==> src/rtl/inst_mem_responder_pkg.sv <==
// Shared FSM encoding and constants for the instruction-memory responder
// and its optional cache array.
package inst_mem_responder_pkg;

   typedef enum logic [1:0] {
      IDLE  = 2'd0,
      ISSUE = 2'd1,
      DRAIN = 2'd2
   } state_t;

   localparam int unsigned INST_BYTES      = 4;
   localparam int unsigned RAM_LAT_DEFAULT = 1;

endpackage

==> src/rtl/inst_mem_responder_cache.sv <==
// Direct-mapped instruction cache storage: one word per line, one
// combinational read port for lookup and one synchronous write port for fill.
module inst_cache_array
   import inst_mem_responder_pkg::*;
#(
   parameter int unsigned LINES = 64
) (
   input  logic                    clk_in,
   input  logic                    rst_in,
   input  logic [29:0]             rd_addr,
   output logic                    hit,
   output logic [INST_BYTES*8-1:0] rd_data,
   input  logic                    wr_en,
   input  logic [29:0]             wr_addr,
   input  logic [INST_BYTES*8-1:0] wr_data
);

   localparam int unsigned IW = $clog2(LINES);

   logic [LINES-1:0]        valid;
   logic [29-IW:0]          tags  [LINES];
   logic [INST_BYTES*8-1:0] words [LINES];
   logic [IW-1:0]           rd_idx;
   logic [IW-1:0]           wr_idx;

   assign rd_idx  = rd_addr[IW-1:0];
   assign wr_idx  = wr_addr[IW-1:0];
   assign hit     = valid[rd_idx] && (tags[rd_idx] == rd_addr[29:IW]);
   assign rd_data = words[rd_idx];

   always_ff @(posedge clk_in) begin
      if (!rst_in) begin
         valid <= '0;
      end else if (wr_en) begin
         valid[wr_idx] <= 1'b1;
      end
   end

   always_ff @(posedge clk_in) begin
      if (wr_en) begin
         tags[wr_idx]  <= wr_addr[29:IW];
         words[wr_idx] <= wr_data;
      end
   end

endmodule

==> src/rtl/inst_mem_responder.sv <==
// Fetch-side memory responder: reads four bytes over the shared 8-bit RAM port
// and returns one little-endian word. Optional cache enabled by INST_CACHE_EN.
module inst_mem_responder
   import inst_mem_responder_pkg::*;
#(
   parameter int unsigned ICACHE_LINES = 64,
   parameter int unsigned RAM_LAT      = RAM_LAT_DEFAULT
) (
   input  logic        clk_in,
   input  logic        rst_in,
   input  logic        rdy_in,
   input  logic        _clear,
   input  logic        _need_inst,
   input  logic [31:0] _fetch_pc,
   output logic        _mem_busy,
   output logic        _inst_ready,
   output logic [31:0] _inst_out,
   input  logic        _bus_grant,
   output logic        _ram_req,
   output logic [31:0] _ram_a,
   input  logic [7:0]  _ram_din
);

   localparam int unsigned KW = $clog2(RAM_LAT + 1);

   if ((ICACHE_LINES < 2) || ((ICACHE_LINES & (ICACHE_LINES - 1)) != 0) || (RAM_LAT < 1))
   begin : g_param_check
      $error("inst_mem_responder: ICACHE_LINES must be a power of two and RAM_LAT >= 1");
   end

   state_t             state;
   logic [31:0]        pc;
   logic [31:0]        word;
   logic [31:0]        word_next;
   logic [2:0]         issue_cnt;
   logic [2:0]         recv_cnt;
   logic [RAM_LAT-1:0] pipe;
   logic [RAM_LAT:0]   pipe_next;
   logic [KW-1:0]      kill_cnt;
   logic               req_q;
   logic               fire;
   logic               capture;
   logic               accept;
   logic               hit;
   logic [31:0]        hit_word;
   logic               hit_pend;
   logic [31:0]        hit_data;

   assign _ram_req  = req_q & rdy_in;
   assign _ram_a    = pc + 32'(issue_cnt);
   assign _mem_busy = (state != IDLE);
   assign fire      = _ram_req & _bus_grant;
   assign pipe_next = {pipe, fire};
   // Bytes still in flight after an abort arrive while kill_cnt is non-zero.
   assign capture   = pipe[RAM_LAT-1] && (kill_cnt == '0);
   assign accept    = _need_inst && !_clear && (kill_cnt == '0);

   always_comb begin
      word_next = word;
      word_next[{recv_cnt[1:0], 3'b000} +: 8] = _ram_din;
   end

`ifdef INST_CACHE_EN
   logic fill;

   assign fill = rdy_in && (state != IDLE) && !_clear && capture
                 && (recv_cnt == 3'(INST_BYTES - 1));

   inst_cache_array #(
      .LINES (ICACHE_LINES)
   ) u_cache (
      .clk_in  (clk_in),
      .rst_in  (rst_in),
      .rd_addr (_fetch_pc[31:2]),
      .hit     (hit),
      .rd_data (hit_word),
      .wr_en   (fill),
      .wr_addr (pc[31:2]),
      .wr_data (word_next)
   );
`else
   assign hit      = 1'b0;
   assign hit_word = '0;
`endif

   always_ff @(posedge clk_in) begin
      if (!rst_in) begin
         state       <= IDLE;
         pc          <= '0;
         word        <= '0;
         issue_cnt   <= '0;
         recv_cnt    <= '0;
         pipe        <= '0;
         kill_cnt    <= '0;
         req_q       <= 1'b0;
         hit_pend    <= 1'b0;
         hit_data    <= '0;
         _inst_ready <= 1'b0;
         _inst_out   <= '0;
      end else if (rdy_in) begin
         _inst_ready <= 1'b0;
         pipe        <= pipe_next[RAM_LAT-1:0];
         if (kill_cnt != '0) kill_cnt <= kill_cnt - KW'(1);
         case (state)
            IDLE: begin
               // A hit is answered one cycle after accept; a flush drops it.
               if (hit_pend) begin
                  hit_pend <= 1'b0;
                  if (!_clear) begin
                     _inst_ready <= 1'b1;
                     _inst_out   <= hit_data;
                  end
               end else if (accept) begin
                  if (hit) begin
                     hit_pend <= 1'b1;
                     hit_data <= hit_word;
                  end else begin
                     pc        <= _fetch_pc;
                     req_q     <= 1'b1;
                     issue_cnt <= '0;
                     recv_cnt  <= '0;
                     state     <= ISSUE;
                  end
               end
            end
            ISSUE, DRAIN: begin
               if (_clear) begin
                  state     <= IDLE;
                  req_q     <= 1'b0;
                  issue_cnt <= '0;
                  recv_cnt  <= '0;
                  kill_cnt  <= KW'(RAM_LAT);
               end else begin
                  if (fire) begin
                     issue_cnt <= issue_cnt + 3'd1;
                     if (issue_cnt == 3'(INST_BYTES - 1)) begin
                        req_q <= 1'b0;
                        state <= DRAIN;
                     end
                  end
                  if (capture) begin
                     word     <= word_next;
                     recv_cnt <= recv_cnt + 3'd1;
                     if (recv_cnt == 3'(INST_BYTES - 1)) begin
                        state       <= IDLE;
                        issue_cnt   <= '0;
                        recv_cnt    <= '0;
                        _inst_ready <= 1'b1;
                        _inst_out   <= word_next;
                     end
                  end
               end
            end
            default: state <= IDLE;
         endcase
      end
   end

endmodule

==> config.mk <==
export PLATFORM = sky130hd
export DESIGN_NAME = inst_mem_responder
export DESIGN_NICKNAME = d
export VERILOG_FILES = /design/src/rtl/inst_mem_responder_pkg.sv /design/src/rtl/inst_mem_responder_cache.sv /design/src/rtl/inst_mem_responder.sv
export SDC_FILE = /design/constraint.sdc
export NUM_CORES = 1
export LEC_CHECK = 0
export BUFFER_PORTS_ARGS = -buffer_cell sky130_fd_sc_hd__buf_2
export CAP_MARGIN = 10
export CORE_ASPECT_RATIO = 0.7
export CORE_UTILIZATION = 40
export CTS_BUF_LIST = sky130_fd_sc_hd__clkbuf_4
export CTS_CLUSTER_DIAMETER = 100
export CTS_CLUSTER_SIZE = 24
export DETAILED_ROUTE_END_ITERATION = 10
export PLACE_DENSITY_LB_ADDON = 0.05
export SETUP_SLACK_MARGIN = 0.2
export SLEW_MARGIN = 20
export SYNTH_ARGS = -nofsm -noshare
export SYNTH_HDL_FRONTEND = slang
export SYNTH_SLANG_ARGS = --single-unit
==> constraint.sdc <==
create_clock -name clk_in -period 2.4 [get_ports clk_in]
set_input_delay 0.24 -clock clk_in [delete_from_list [all_inputs] [get_ports clk_in]]
set_output_delay 0.24 -clock clk_in [all_outputs]
set_load 0.005 [all_outputs]
==> out/qor.tcl <==
set qor(worst-r2r-cell-count) 8
set qor(cts_tree) {built}
set qor(r2r_end) {_inst_out[30]$_SDFFE_PN0P_}
set qor(clock.fmax_ghz) 0.3861
set qor(vias_in_the_first_global_route) 4341
set qor(area_growth_pct) 33.00
set qor(max_cap_viol_count) 0
set qor(die_height_um) 96.89
set qor(clock_tree.htree_level_count) 3
set qor(pin_count_of_the_biggest_net_entering_global_routing) 66
set qor(failing_checks) {negative setup slack}
set qor(detail_route.drc_violations) 0
set qor(cts_inserted_buffers) 9
set qor(dp.final_hpwl_um) 8945
set qor(path_clk_slew_ps) 160
set qor(critical_path_arrival_ps) 2350
set qor(routabilityCongestion) 0.8104
set qor(report.power.total_mw) 3.068
set qor(synth_sequential_area_ratio) 0.4202
set qor(antenna_cells_inserted) 0
set qor(viasPerCell) 5.102
set qor(cp_data_required_time_ps) 2160
set qor(fp-row-count) 34
set qor(worstHoldPathCells) 3
set qor(final_net_count) 812
set qor(first_pass_grt_wire_length_um) 21780
set qor(r2r_start) {state[0]$_SDFFE_PN0P_}
set qor(rsz0062_at_grt) {true}
set qor(via_count) 4694
set qor(worst_path_class_setup) {reg2out}
set qor(yosys.cell_types.count) 42
set qor(critical_path.max_stage_delay_ps) 420
set qor(synth.net_count) 657
set qor(avgSynthCellArea_um2) 8.604
set qor(slew-limit-headroom) 0.5929
set qor(synth.area.top_cells) {dfxtp_1 (42%), a21oi_1 (7.1%), a211oi_2 (6.8%)}
set qor(total_leakage_power_nw) 2.663
set qor(layout-drive-gt1-share) 0.3087
set qor(outcome) {finished with violations}
set qor(critical_path.top_delay_family) {compound AO/OA/AOI/OAI gates}
set qor(grt_antenna_before_repair) 0
set qor(holdWs_ps) 32.18
set qor(postSynthRegisterBits) 108
set qor(postRouteWirelength_um) 14100
set qor(cts_sinks) 108
set qor(timing.final.max_slew_violations) 0
set qor(clockBufferDepth) 2
set qor(crit_fanout) 6
set qor(layout_worst_path_cycle_share) 1.079
set qor(final.setup.worst_slack_ps) -190.0
set qor(power_density_nw_per_um2) 448.3
set qor(drt_first_iter_violations) 335
set qor(die_area_um2) 13330
set qor(fin_worst_skew_ps) 15.80
set qor(coreArea_um2) 12460
set qor(hold_end) {pc[30]$_SDFFE_PN0P_}
set qor(peakVddDrop_v) 0.0002833
set qor(numPortBuffers) 112
set qor(synth.largest_area_cell) {dfxtp_1}
set qor(final_cells) 920
set qor(fillers) 1161
set qor(critPathLaunchType) {register}
set qor(total_number_of_yosys_warnings) 0
set qor(worst_skew_pair.late_latency_ps) 470
set qor(cell_type_of_the_slowest_stage_on_the_worst_timing_path) {a2111oi_4}
set qor(end_kind) {output pin}
set qor(timing_worst_slew_pin_value_ps) 608.4
set qor(dr.pass1.iters) 4
set qor(finalSetupViolations) 23
set qor(crit_buf_inv) 2
set qor(cts_root_buffer) {clkbuf_4}
set qor(grt_overflow) 0
set qor(min_from) {_fetch_pc[30]}
set qor(dp_cells) 853
set qor(fin_crit_period_ps) 2590
set qor(floorplan.die.width_um) 137.6
set qor(postRouteAntennaNets) 0
set qor(wire_per_inst_um) 15.32
set qor(critical_path.cell_chain) {ha_4, a21oi_4, a2111oi_4, buf_6, nand4_1, xnor2_1, buf_2}
set qor(synth_area_um2) 5145
set qor(globalRouteTotalUtil) 0.2096
set qor(syn-instance-count) 598
set qor(pin_count) 113
set qor(yosysTopAreaCellShare) 0.4202
set qor(setup.reg_to_reg.worst_slack_ps) 350
set qor(floorplan.initialDensity) 0.4128
set qor(hold_violations) 0
set qor(worstHoldPathType) {in2reg}
[metal layers]
metal | vias to the layer above | global-route usage | wire length, um
li1 | 2390 | - | -
met1 | 2189 | 0.3026 | 6906
met2 | 104 | 0.3143 | 6256
met3 | 11 | 0.03983 | 776
met4 | 0 | 0.05917 | 157
met5 | - | 0 | 0
[how the worst max path moves through the flow]
| stage | startpoint | end | slack (ps) | cells past startpoint |
|---|---|---|---|---|
| 6_report | issue_cnt[2]$_SDFFE_PN0P_ | _ram_a[31] | -190 | 7 |
| 2_1_floorplan | issue_cnt[0]$_SDFFE_PN0P_ | _ram_a[22] | 400 | 6 |
| 5_1_grt | pc[1]$_SDFFE_PN0P_ | _ram_a[28] | -310 | 9 |
| 4_1_cts | issue_cnt[2]$_SDFFE_PN0P_ | _ram_a[31] | -200 | 7 |
| 3_3_place_gp | issue_cnt[0]$_SDFFE_PN0P_ | _ram_a[28] | -150 | 7 |
| 3_5_place_dp | issue_cnt[0]$_SDFFE_PN0P_ | _ram_a[28] | -280 | 7 |
[cells in the mapped netlist]
cell       instances
nor2_1            75
nand3b_1           3
o32ai_1            2
buf_2              4
o21a_1             3
and2_1             3
xor2_1             6
fa_1               1
clkbuf_2           1
nor4b_2            2
nor4bb_1           1
dfxtp_1          108
or4bb_1            1
mux2i_1            1
and4_1             4
nor4_2             1
buf_6              3
a211oi_4           1
o21ai_0            3
buf_4              3
inv_1             10
a21o_1             3
clkbuf_1          23
a21oi_1           73
a211oi_1          38
a211oi_2          28
ha_1              12
a2111oi_1          1
nand2b_1           3
nor3b_1            1
and3_1             5
nor3_1             4
nor2b_1           35
nand2_1           80
a2111oi_4          1
buf_1              1
or3b_2             1
nand3_1           18
xnor2_1           25
nor4b_1            1
nand4_1            8
o311a_1            1
[power breakdown]
part | internal, mW | total [mW] | switching, mW
logic | 0.139 | 0.314 | 0.174
clock network | 0.320 | 0.912 | 0.591
registers | 1.81 | 1.84 | 0.0284
total | 2.27 | 3.07 | 0.794
[logic make-up after synthesis]
kind of cell,after synthesis,share of synthesized area
xor gates and xnor gates,31,0.05277
and+or+nand+nor,246,0.2286
adders and majority gates,13,0.03307
muxes,1,0.001946
AOI/OAI and AO/OA,154,0.2228
buffers and inverters,45,0.04061
DFF,108,0.4202
[repair_timing]
item	4_1_cts	5_1_grt
endpoints found under the setup margin	28	42
pin swaps	9	18
cloned	1	2
setup buffers	12	5
gates resized for setup	35	28
endpoints found under the hold margin	31	0
hold buffers	31	0
[worst register-to-register path, cell delays in order (launching register included)]
cell	delay, ps
dfxtp_1	400
inv_1	60
ha_2	400
nand3b_1	160
a2111oi_4	310
buf_4	200
buf_6	200
nor2_1	80
a211oi_2	180
[state kept, by name, summed over array words and instances, names as in the netlist]
register     cells
word            32
_inst_ready      1
kill_cnt         1
issue_cnt        3
state            2
recv_cnt         3
pipe             1
_inst_out       32
req_q            1
pc              32
[per-stage QoR]
| step | utilization | setup TNS (ps) | area [um^2] | setup slack (ps) |
|---|---|---|---|---|
| after floorplan | - | 0 | 5145 | 397.0 |
| after global routing | 0.5490 | -5793 | 6843 | -314.0 |
| after global placement | 0.4740 | -1140 | 5908 | -149.5 |
| after CTS | 0.5330 | -2472 | 6644 | -203.9 |
| after detailed placement | 0.4740 | -2470 | 5908 | -285.0 |
| final | 0.5490 | -2991 | 6843 | -190.0 |
[final cells by class]
class	count	area, um^2	share of cell area
Inverter	10	38.79	0.005668
Multi-Input combinational cell	445	3038	0.4440
Clock buffer	10	75.07	0.01097
Tap cell	162	202.7	0.02962
Sequential cell	108	2178	0.3183
Timing Repair Buffer	179	1255	0.1834
Clock inverter	6	55.05	0.008045
[cell usage in the layout (no fill, tap or decap), drive strengths merged, types with 4 or more instances in the layout]
master / synthesis / final
dfxtp: 108 / 108
a21oi: 73 / 73
and3: 5 / 5
nand3: 18 / 18
ha: 12 / 12
inv: 10 / 9
clkbuf: 24 / 11
and4: 4 / 4
a211oi: 67 / 67
buf: 11 / 147
nor2: 75 / 75
nand2: 80 / 80
clkinv: 0 / 5
xor2: 6 / 6
xnor2: 25 / 25
nor2b: 35 / 35
nand4: 8 / 8
dlygate4sd3: 0 / 31
nor3: 4 / 4
Power figures use the tool's default switching activity.
